[config.mk]
export PLATFORM = sky130hd
export DESIGN_NAME = video_fetch
export DESIGN_NICKNAME = d
export VERILOG_FILES = /design/src/rtl/video_pkg.sv /design/src/rtl/video_shifter.sv /design/src/rtl/video_fetch.sv
export SDC_FILE = /design/constraint.sdc
export NUM_CORES = 1
export LEC_CHECK = 0
export CELL_PAD_IN_SITES_DETAIL_PLACEMENT = 1
export CELL_PAD_IN_SITES_GLOBAL_PLACEMENT = 2
export CORE_UTILIZATION = 39
export CTS_CLUSTER_SIZE = 24
export DETAILED_ROUTE_END_ITERATION = 10
export GPL_ROUTABILITY_DRIVEN = 0
export GPL_TIMING_DRIVEN = 1
export PLACE_DENSITY = 0.84
export RECOVER_POWER = 25
export SLEW_MARGIN = 15
export SYNTH_ARGS = -nofsm -noshare
export SYNTH_HDL_FRONTEND = slang
export SYNTH_SLANG_ARGS = --single-unit
[constraint.sdc]
create_clock -name clk_16_i -period 5.35 [get_ports clk_16_i]
set_input_delay 1.3375 -clock clk_16_i [delete_from_list [all_inputs] [get_ports clk_16_i]]
set_output_delay 1.3375 -clock clk_16_i [all_outputs]
set_load 0.005 [all_outputs]
[src/rtl/video_pkg.sv]
`default_nettype none
// ============================================================================
// Module  : video_pkg
// Purpose : Shared constants for the character-mode video fetch path. Holds
//           the default raster timing (all H_* / V_* values in character
//           periods or scanlines), the text-grid geometry and the bus widths.
// Ports   : none (package)
// Revision: 1.0  initial release
// ============================================================================
package video_pkg;

  // Default raster timing
  localparam int H_TOTAL_DEF      = 64;
  localparam int H_VISIBLE_DEF    = 40;
  localparam int H_SYNC_START_DEF = 48;
  localparam int H_SYNC_LEN_DEF   = 4;
  localparam int V_TOTAL_DEF      = 260;
  localparam int V_VISIBLE_DEF    = 200;
  localparam int V_SYNC_START_DEF = 224;
  localparam int V_SYNC_LEN_DEF   = 4;

  // Text-grid geometry
  localparam int COLS_PER_ROW  = 40;
  localparam int LINES_PER_ROW = 8;

  // Bus widths
  localparam int VRAM_AW = 10;
  localparam int ROM_AW  = 11;

endpackage
`default_nettype wire

[src/rtl/video_shifter.sv]
`default_nettype none
// ============================================================================
// Module  : video_shifter
// Purpose : Display stage of the video pipeline. An 8-bit glyph shifter
//           (MSB first, zero fill) plus the visible flag, and -- when the
//           VIDEO_REVERSE_EN macro is defined -- the reverse-video flag of
//           the character being shown.
// Ports   : clk_16_i     - 16 MHz clock
//           reset_n_i    - asynchronous active-low reset
//           shift_en_i   - pixel shift enable (8 MHz bus clock level)
//           load_i       - boundary tick: load glyph and flags
//           glyph_i      - glyph byte to load
//           vis_i        - visible flag of the fetched character
//           rev_i        - reverse flag of the fetched character
//           video_o      - pixel, 1 = lit
//           display_en_o - displayed pixel is inside the visible area
// Config  : VIDEO_REVERSE_EN - adds the reverse flop and the pixel XOR
// Revision: 1.0  initial release
// ============================================================================
module video_shifter (
  input  logic       clk_16_i,
  input  logic       reset_n_i,
  input  logic       shift_en_i,
  input  logic       load_i,
  input  logic [7:0] glyph_i,
  input  logic       vis_i,
  input  logic       rev_i,
  output logic       video_o,
  output logic       display_en_o
);

  logic [7:0] shift_q;
  logic       vis_q;

  // A load edge takes priority: a tick that coincides with a shift enable
  // presents the glyph MSB instead of shifting it away.
  always_ff @(posedge clk_16_i or negedge reset_n_i) begin
    if (!reset_n_i) begin
      shift_q <= 8'h00;
      vis_q   <= 1'b0;
    end else if (load_i) begin
      shift_q <= glyph_i;
      vis_q   <= vis_i;
    end else if (shift_en_i) begin
      shift_q <= {shift_q[6:0], 1'b0};
    end
  end

`ifdef VIDEO_REVERSE_EN
  logic rev_q;

  always_ff @(posedge clk_16_i or negedge reset_n_i) begin
    if (!reset_n_i) begin
      rev_q <= 1'b0;
    end else if (load_i) begin
      rev_q <= rev_i;
    end
  end

  // Blanked pixels stay dark even for reversed characters.
  assign video_o = vis_q & (shift_q[7] ^ rev_q);
`else
  logic unused_rev;
  assign unused_rev = rev_i;

  assign video_o = vis_q & shift_q[7];
`endif

  assign display_en_o = vis_q;

endmodule
`default_nettype wire

[src/rtl/video_fetch.sv]
`default_nettype none
// ============================================================================
// Module  : video_fetch
// Purpose : Character-mode video fetch and pixel serializer. Uses the video
//           RAM / character ROM bus slots issued once per 1 us bus cycle to
//           fetch a character code and its glyph byte, then serializes the
//           glyph at 8 MHz together with hsync/vsync for a 40x25 display.
// Ports   : clk_16_i           - 16 MHz clock (sole clock)
//           reset_n_i          - asynchronous active-low reset
//           clk_8_i            - 8 MHz bus clock, used as pixel shift enable
//           video_ram_enable_i - video RAM bus slot
//           video_rom_enable_i - character ROM bus slot
//           graphic_i          - character set select (ROM A10)
//           data_i[7:0]        - shared data bus
//           vram_addr_o[9:0]   - video RAM address
//           rom_addr_o[10:0]   - character ROM address
//           video_o            - pixel, 1 = lit
//           hsync_o / vsync_o  - active-high syncs
//           display_en_o       - displayed pixel is in the visible area
// Config  : VIDEO_REVERSE_EN - char bit 7 selects reverse video
// Revision: 1.0  initial release
// ============================================================================
module video_fetch
  import video_pkg::*;
#(
  parameter int H_TOTAL      = H_TOTAL_DEF,
  parameter int H_VISIBLE    = H_VISIBLE_DEF,
  parameter int H_SYNC_START = H_SYNC_START_DEF,
  parameter int H_SYNC_LEN   = H_SYNC_LEN_DEF,
  parameter int V_TOTAL      = V_TOTAL_DEF,
  parameter int V_VISIBLE    = V_VISIBLE_DEF,
  parameter int V_SYNC_START = V_SYNC_START_DEF,
  parameter int V_SYNC_LEN   = V_SYNC_LEN_DEF
) (
  input  logic               clk_16_i,
  input  logic               reset_n_i,
  input  logic               clk_8_i,
  input  logic               video_ram_enable_i,
  input  logic               video_rom_enable_i,
  input  logic               graphic_i,
  input  logic [7:0]         data_i,
  output logic [VRAM_AW-1:0] vram_addr_o,
  output logic [ROM_AW-1:0]  rom_addr_o,
  output logic               video_o,
  output logic               hsync_o,
  output logic               vsync_o,
  output logic               display_en_o
);

  localparam int COL_W  = $clog2(H_TOTAL);
  localparam int LINE_W = $clog2(V_TOTAL);
  localparam int ROWB_W = VRAM_AW + 1;  // row base runs past 1023 in vblank
  localparam int SUB_W  = $clog2(LINES_PER_ROW);

  localparam logic [COL_W-1:0]  C_COL_LAST  = COL_W'(H_TOTAL - 1);
  localparam logic [COL_W-1:0]  C_H_VIS     = COL_W'(H_VISIBLE);
  localparam logic [COL_W-1:0]  C_HS_BEG    = COL_W'(H_SYNC_START);
  localparam logic [COL_W-1:0]  C_HS_END    = COL_W'(H_SYNC_START + H_SYNC_LEN);
  localparam logic [LINE_W-1:0] C_LINE_LAST = LINE_W'(V_TOTAL - 1);
  localparam logic [LINE_W-1:0] C_V_VIS     = LINE_W'(V_VISIBLE);
  localparam logic [LINE_W-1:0] C_VS_BEG    = LINE_W'(V_SYNC_START);
  localparam logic [LINE_W-1:0] C_VS_END    = LINE_W'(V_SYNC_START + V_SYNC_LEN);
  localparam logic [SUB_W-1:0]  C_SUB_LAST  = SUB_W'(LINES_PER_ROW - 1);
  localparam logic [ROWB_W-1:0] C_ROW_STEP  = ROWB_W'(COLS_PER_ROW);

  // Bus capture
  logic [7:0] char_q;
  logic [7:0] glyph_q;
  logic       rom_en_q;
  logic       tick;

  // Raster state
  logic [COL_W-1:0]   col_q,  col_d;
  logic [LINE_W-1:0]  line_q, line_d;
  logic [ROWB_W-1:0]  rowb_q, rowb_d;
  logic [VRAM_AW-1:0] vram_addr_q, vram_addr_d;
  logic               hsync_q, hsync_d;
  logic               vsync_q, vsync_d;
  logic               fetch_vis;
  logic               next_vis;

  always_ff @(posedge clk_16_i or negedge reset_n_i) begin
    if (!reset_n_i) begin
      char_q   <= 8'h00;
      glyph_q  <= 8'h00;
      rom_en_q <= 1'b0;
    end else begin
      rom_en_q <= video_rom_enable_i;
      if (video_ram_enable_i) char_q  <= data_i;
      if (video_rom_enable_i) glyph_q <= data_i;
    end
  end

  // The falling edge of the ROM slot closes a character period; the glyph
  // byte is complete there. If the slots stop, no tick is ever produced.
  assign tick = rom_en_q & ~video_rom_enable_i;

  always_comb begin
    col_d       = (col_q == C_COL_LAST) ? '0 : col_q + 1'b1;
    line_d      = line_q;
    rowb_d      = rowb_q;
    if (col_q == C_COL_LAST) begin
      if (line_q == C_LINE_LAST) begin
        line_d = '0;
        rowb_d = '0;
      end else begin
        line_d = line_q + 1'b1;
        if (line_q[SUB_W-1:0] == C_SUB_LAST) rowb_d = rowb_q + C_ROW_STEP;
      end
    end

    fetch_vis = (col_q < C_H_VIS) && (line_q < C_V_VIS);
    next_vis  = (col_d < C_H_VIS) && (line_d < C_V_VIS);

    // Address for the next fetch; held across blanking.
    vram_addr_d = vram_addr_q;
    if (next_vis) vram_addr_d = rowb_d[VRAM_AW-1:0] + VRAM_AW'(col_d);

    // Syncs describe the column/line whose pixels enter the display stage
    // at this tick, keeping them aligned with video_o.
    hsync_d = (col_q >= C_HS_BEG) && (col_q < C_HS_END);
    vsync_d = (line_q >= C_VS_BEG) && (line_q < C_VS_END);
  end

  always_ff @(posedge clk_16_i or negedge reset_n_i) begin
    if (!reset_n_i) begin
      col_q       <= '0;
      line_q      <= '0;
      rowb_q      <= '0;
      vram_addr_q <= '0;
      hsync_q     <= 1'b0;
      vsync_q     <= 1'b0;
    end else if (tick) begin
      col_q       <= col_d;
      line_q      <= line_d;
      rowb_q      <= rowb_d;
      vram_addr_q <= vram_addr_d;
      hsync_q     <= hsync_d;
      vsync_q     <= vsync_d;
    end
  end

  assign vram_addr_o = vram_addr_q;
  assign rom_addr_o  = {graphic_i, char_q[6:0], line_q[SUB_W-1:0]};
  assign hsync_o     = hsync_q;
  assign vsync_o     = vsync_q;

  video_shifter u_shifter (
    .clk_16_i     (clk_16_i),
    .reset_n_i    (reset_n_i),
    .shift_en_i   (clk_8_i),
    .load_i       (tick),
    .glyph_i      (glyph_q),
    .vis_i        (fetch_vis),
    .rev_i        (char_q[7]),
    .video_o      (video_o),
    .display_en_o (display_en_o)
  );

endmodule
`default_nettype wire

# == Word-level counts from Yosys, hierarchy flattened ==
# Cells that the tools add are included.
# word_totals
out_inout_bits,25
register_bits,63
input_bits,14
elab_cells,46
# classes
order_cmp,8
n_addsub,4
eq_ne,3
mux,8
n_reduce_logical,8
bitwise_logic,3
# op_table
cell,count
$lt A9 B8 Y1 const B,3
$mux W11,2
$lt A6 B6 Y1 const B,3
$mux W9,2
$mux W8,2
$add A11 B6 Y11 const B,1
$add A10 B6 Y10,1
$mux W10,1
$add A9 B1 Y9 const B,1
$eq A9 B9 Y1 const B,1
$ge A9 B8 Y1 const B,1
$add A6 B1 Y6 const B,1
$eq A6 B6 Y1 const B,1
$ge A6 B6 Y1 const B,1
$mux W6,1
$logic_and A1 B1 Y1,4
$reduce_bool A2 Y1,2
$eq A3 B3 Y1 const B,1
$reduce_and A3 Y1,1
$and A1 B1 Y1,2
$reduce_and A2 Y1,1
$not A1 Y1,1

# == Longest topological paths before layout ==
# depth
depth_word,6
depth_mapped,14
depth_no_buf,13

# == Modules after synthesis ==
# Synthesis repeated with hierarchy kept, for this count alone.
# unflattened
cells_unflattened,346
hier_area_um2,3527.1
# by_module_without_submodules
mod,area_per_inst_um2,cells_per_inst,n_inst
video_fetch,3119.2,309,1
video_shifter,407.9,37,1

# == Worst setup path after synthesis ==
# No wires, ideal clock.
# synth_path
kind,reg-to-reg
start,register line_q[0]
end,"register vram_addr_q[9], in the netlist vram_addr_o[9]"
path_stages_with_launch,15
period_less_slack_ns,3.573
setup_time_ns,0.122
arrival_time_ns,3.451
slack_ns,1.777
path_cell_list,dfrtp_1 -> ha_1 -> clkbuf_1 -> nand2_1 -> or4_4 -> nor2_4 -> buf_2 -> nor2_1 -> ha_1 -> nand2_1 -> o21ai_0 -> o31ai_1 -> nor2b_1 -> or4b_1 -> a32o_1
# synth_via
elab_cells_between_ends,12
classes_between,2 x add/sub; 1 x order compare; 2 x eq/ne; 5 x mux; 2 x reduce/logical
# synth_rtl
item,line_no,source
start: declaration,video_fetch.sv:74,"logic [LINE_W-1:0] line_q, line_d;"
start signal: assignment,video_fetch.sv:135,line_q <= line_d;
$eq A3 B3 Y1,video_fetch.sv:108,if (line_q[SUB_W-1:0] == C_SUB_LAST) rowb_d = rowb_q + C_ROW_STEP;
$mux W11,video_fetch.sv:108,
$mux W11 (*),video_fetch.sv:103,if (line_q == C_LINE_LAST) begin
$mux W10 (*),video_fetch.sv:102,if (col_q == C_COL_LAST) begin
via rowb_d[3],video_fetch.sv:75,"logic [ROWB_W-1:0] rowb_q, rowb_d;"
$add A10 B6 Y10 (*),video_fetch.sv:117,if (next_vis) vram_addr_d = rowb_d[VRAM_AW-1:0] + VRAM_AW'(col_d);
end signal: assignment,video_fetch.sv:137,vram_addr_q <= vram_addr_d;
end: declaration,video_fetch.sv:76,"logic [VRAM_AW-1:0] vram_addr_q, vram_addr_d;"
# Mark *: on every way through the listed nets, which the timed path passes. The rest lies on a longest branch. The select of a mux whose other input is x is not followed.
# A chain may end at the register's enable or synchronous reset.

==> run_results.csv <==
group,metric,value,unit
pwr,p_switching,393.1,uW
setup_path,r2r_end,"vram_addr_o[9]",
setup_path,slowest_stage,"clkbuf_1",
placement,placed_area,0.003976,mm2
final_layout,mostFrequentLayoutCells,"dfrtp_1, nand2_1, o21ai_0",
pwr,p_int,867.8,uW
clock_network,clock-sinks,62,
hold_path,hold_class,"reg2reg",
pwr,netSwitchingFraction,31.18,%
logic_synthesis,ys_seq_elements,62,
pwr,power_density,302.0,mW/mm2
pwr,max-vdd-ir-drop,0.1431,mV
detailed_routing,drc_errors,0,
sta,fin_crit,3939,ps
sta,worst_pin_slew,2108,ps
clock_network,clk_path_buf_depth,2,
setup_path,r2r_setup_slack,1430,ps
setup_path,critPathMaxFanout,39,
grt,grt_max_degree,40,
detailed_routing,wl_per_cell,17.08,um
sta,fmax,253.9,MHz
clock_network,cts_setup_buffers,0,
pwr,leakagePower,0.001737,uW
flow_run,cap_violations,1,
logic_synthesis,synth.distinct_cells,62,
logic_synthesis,ys_seq_area_share,43.63,%
placement,dpl.hpwl,6113,um
hold_path,hold_path_end,"u_shifter.shift_q[7]",
setup_path,path_delay_family,"buffers and inverters",
grt,grt_first_pass_wirelength,14570,um
sta,rsz0062_at_grt,"no",
final_layout,mostFrequentLayoutCell,"dfrtp_1",
grt,grt_pass1_vias,2945,
grt,grt.overflow.total,0,
floorplanning,pin_count,39,
final_layout,fin_util,47.64,%
logic_synthesis,ys_async_sr_fraction,100.0,%
grt,antenna_found_initial,0,
logic_synthesis,synth_ff_type,"dfrtp_1",
sta,setup_violations,0,
sta,skew,10.48,ps
detailed_routing,vias_per_cell,5.518,
clock_network,clk_latency,350,ps
final_layout,area_growth,17.42,%
logic_synthesis,syn_nets,377,
floorplanning,fp.dieW,97.49,um
floorplanning,initial_core_util,40.58,%
setup_path,end_kind,"async pin",
clock_network,ctsResizeCount,0,
final_layout,final_nets,407,
outcome,status,"finished, violations left",
logic_synthesis,syn_inst,351,
setup_path,max_stage_delay,1590,ps
floorplanning,dieArea,0.009503,mm2
setup_path,cp_num_buf_inv,2,
sta,slew_violations,40,
logic_synthesis,yosys_warnings,0,
final_layout,nFillCells,994,
sta,setup_ws,1411,ps
final_layout,fin_area,0.004175,mm2
final_layout,n_antenna_cell,0,
setup_path,cp_data_arrival_time,3970,ps
detailed_routing,routed_wl,8437,um
clock_network,cts.hold.buffers_added,0,
placement,io_buffers,36,
detailed_routing,drt-pass1-iter-count,4,
sta,fin_crit_sh,73.62,%
sta,relSlewSlack,-40.52,%
hold_path,hold_depth,2,
floorplanning,rows,34,
clock_network,h-tree-depth,3,
detailed_routing,drt_iter0_drc,70,
clock_network,cts_buffers,9,
outcome,violations,"max-capacitance violations, max-slew violations",
clock_network,cts_tree,"built",
placement,place_ws,1446,ps
setup_path,cp-start-kind,"input port",
clock_network,cts_root_buffer,"clkbuf_8",
logic_synthesis,syn-cell-area,0.003556,mm2
sta,hold_viol,0,
setup_path,cpMostUsedCell,"clkbuf_1",
grt,grt_usage,19.02,%
logic_synthesis,syn_avg_cell_area,10.13,um2
clock_network,clk_pin_slew,90,ps
setup_path,cp-startpoint,"reset_n_i",
setup_path,path_cells,"clkbuf_1 > clkbuf_1",
setup_path,required,5380,ps
pwr,pwr-share-comb,18.9,%
logic_synthesis,synth_edf_count,0,
setup_path,r2r_start,"line_q[0]",
detailed_routing,ant_nets,0,
setup_path,worst-setup-path-type,"in2async",
pwr,seqPwrFrac,45.9,%
hold_path,hp-start,"glyph_q[7]",
setup_path,ff2ff_path_depth,12,
sta,setup_tns,0,ps
floorplanning,die_h,97.49,um
detailed_routing,vias,2726,
floorplanning,coreArea,0.008763,mm2
final_layout,drive_gt1_share,16.58,%
pwr,power.share.clock,35.2,%
==> metal layers <==
layer	track usage, %	share of wire [%]
met5	0	0
met2	31.04	47
met4	7.466	1.4
met3	3.022	3.0
met1	25.28	49
==> kinds of logic (layout without fill, tap and decap cells) <==
logic type / Yosys count / after routing / share of synthesized area [%]
buffers and inverters: 29 / 64 / 3.660
AO/OA/AOI/OAI: 80 / 80 / 14.15
flip-flops: 62 / 62 / 43.63
XOR/XNOR: 15 / 15 / 3.695
AND/OR/NAND/NOR: 122 / 122 / 20.58
multiplexers: 31 / 31 / 9.852
adder cells (fa/ha/maj): 12 / 12 / 4.433
==> area by class of cell <==
type                       instances  area, um2  share of cell area, %
clock buffer                       9      123.9                  2.967
inverter                           8      30.03                 0.7192
tap                              108      135.1                  3.236
clock inverter                     7      80.08                  1.918
multi-input combinational        260       1874                  44.89
timing repair buffer              40      380.4                  9.110
sequential                        62       1551                  37.16
==> synthesized netlist by cell type (all sizes together), types with 10 or more instances <==
master | count | share of area (%)
dfrtp | 62 | 44
nand2 | 49 | 5.5
o21ai | 39 | 5.6
mux2 | 20 | 6.8
nor2 | 15 | 2.0
a21oi | 11 | 1.8
buf | 11 | 1.8
ha | 11 | 3.9
mux2i | 11 | 3.1
clkbuf | 10 | 1.1
==> stage by stage <==
| step | hold WS, ps | std cells | power (uW) |
|---|---|---|---|
| after CTS | 496.9 | 494 | 1282 |
| final | 490.4 | 494 | 1261 |
| after detailed placement | 473.8 | 478 | 828.7 |
| after global placement | 462.1 | 478 | 819.2 |
| after global routing | 523.2 | 494 | 1323 |
| after floorplan | 434.8 | 351 | 723.6 |
==> sequential cells by signal, summed over array words and instances (netlist names) <==
| name | count |
|---|---|
| rowb_q | 10 |
| char_q | 7 |
| u_shifter.display_en_o | 1 |
| vram_addr_o | 10 |
| hsync_o | 1 |
| rom_en_q | 1 |
| glyph_q | 8 |
| u_shifter.shift_q | 8 |
| line_q | 9 |
| col_q | 6 |
| vsync_o | 1 |
==> power by group through the flow <==
stage          sequential [uW]  clock, uW  combinational, uW
2_1_floorplan              556          0                168
3_3_place_gp               584          0                235
3_5_place_dp               588          0                241
4_1_cts                    579        459                244
5_1_grt                    589        468                266
6_report                   579        444                238
==> worst min-delay path, cell delays in order, from the launching register on <==
cell and delay (ps):
dfrtp_1 350, nand2_1 50, o21ai_0 60
==> worst max-delay path by stage <==
stage,end,slack [ps],cells past startpoint
after global routing,col_q[0],790,2
after floorplan,vram_addr_o[9],1780,14
after detailed placement,vram_addr_o[9],1450,12
after global placement,vram_addr_o[9],1650,12
after CTS,vram_addr_o[9],1430,12
final,rom_en_q,1410,2
No activity file was read; power rests on OpenSTA's default activity.
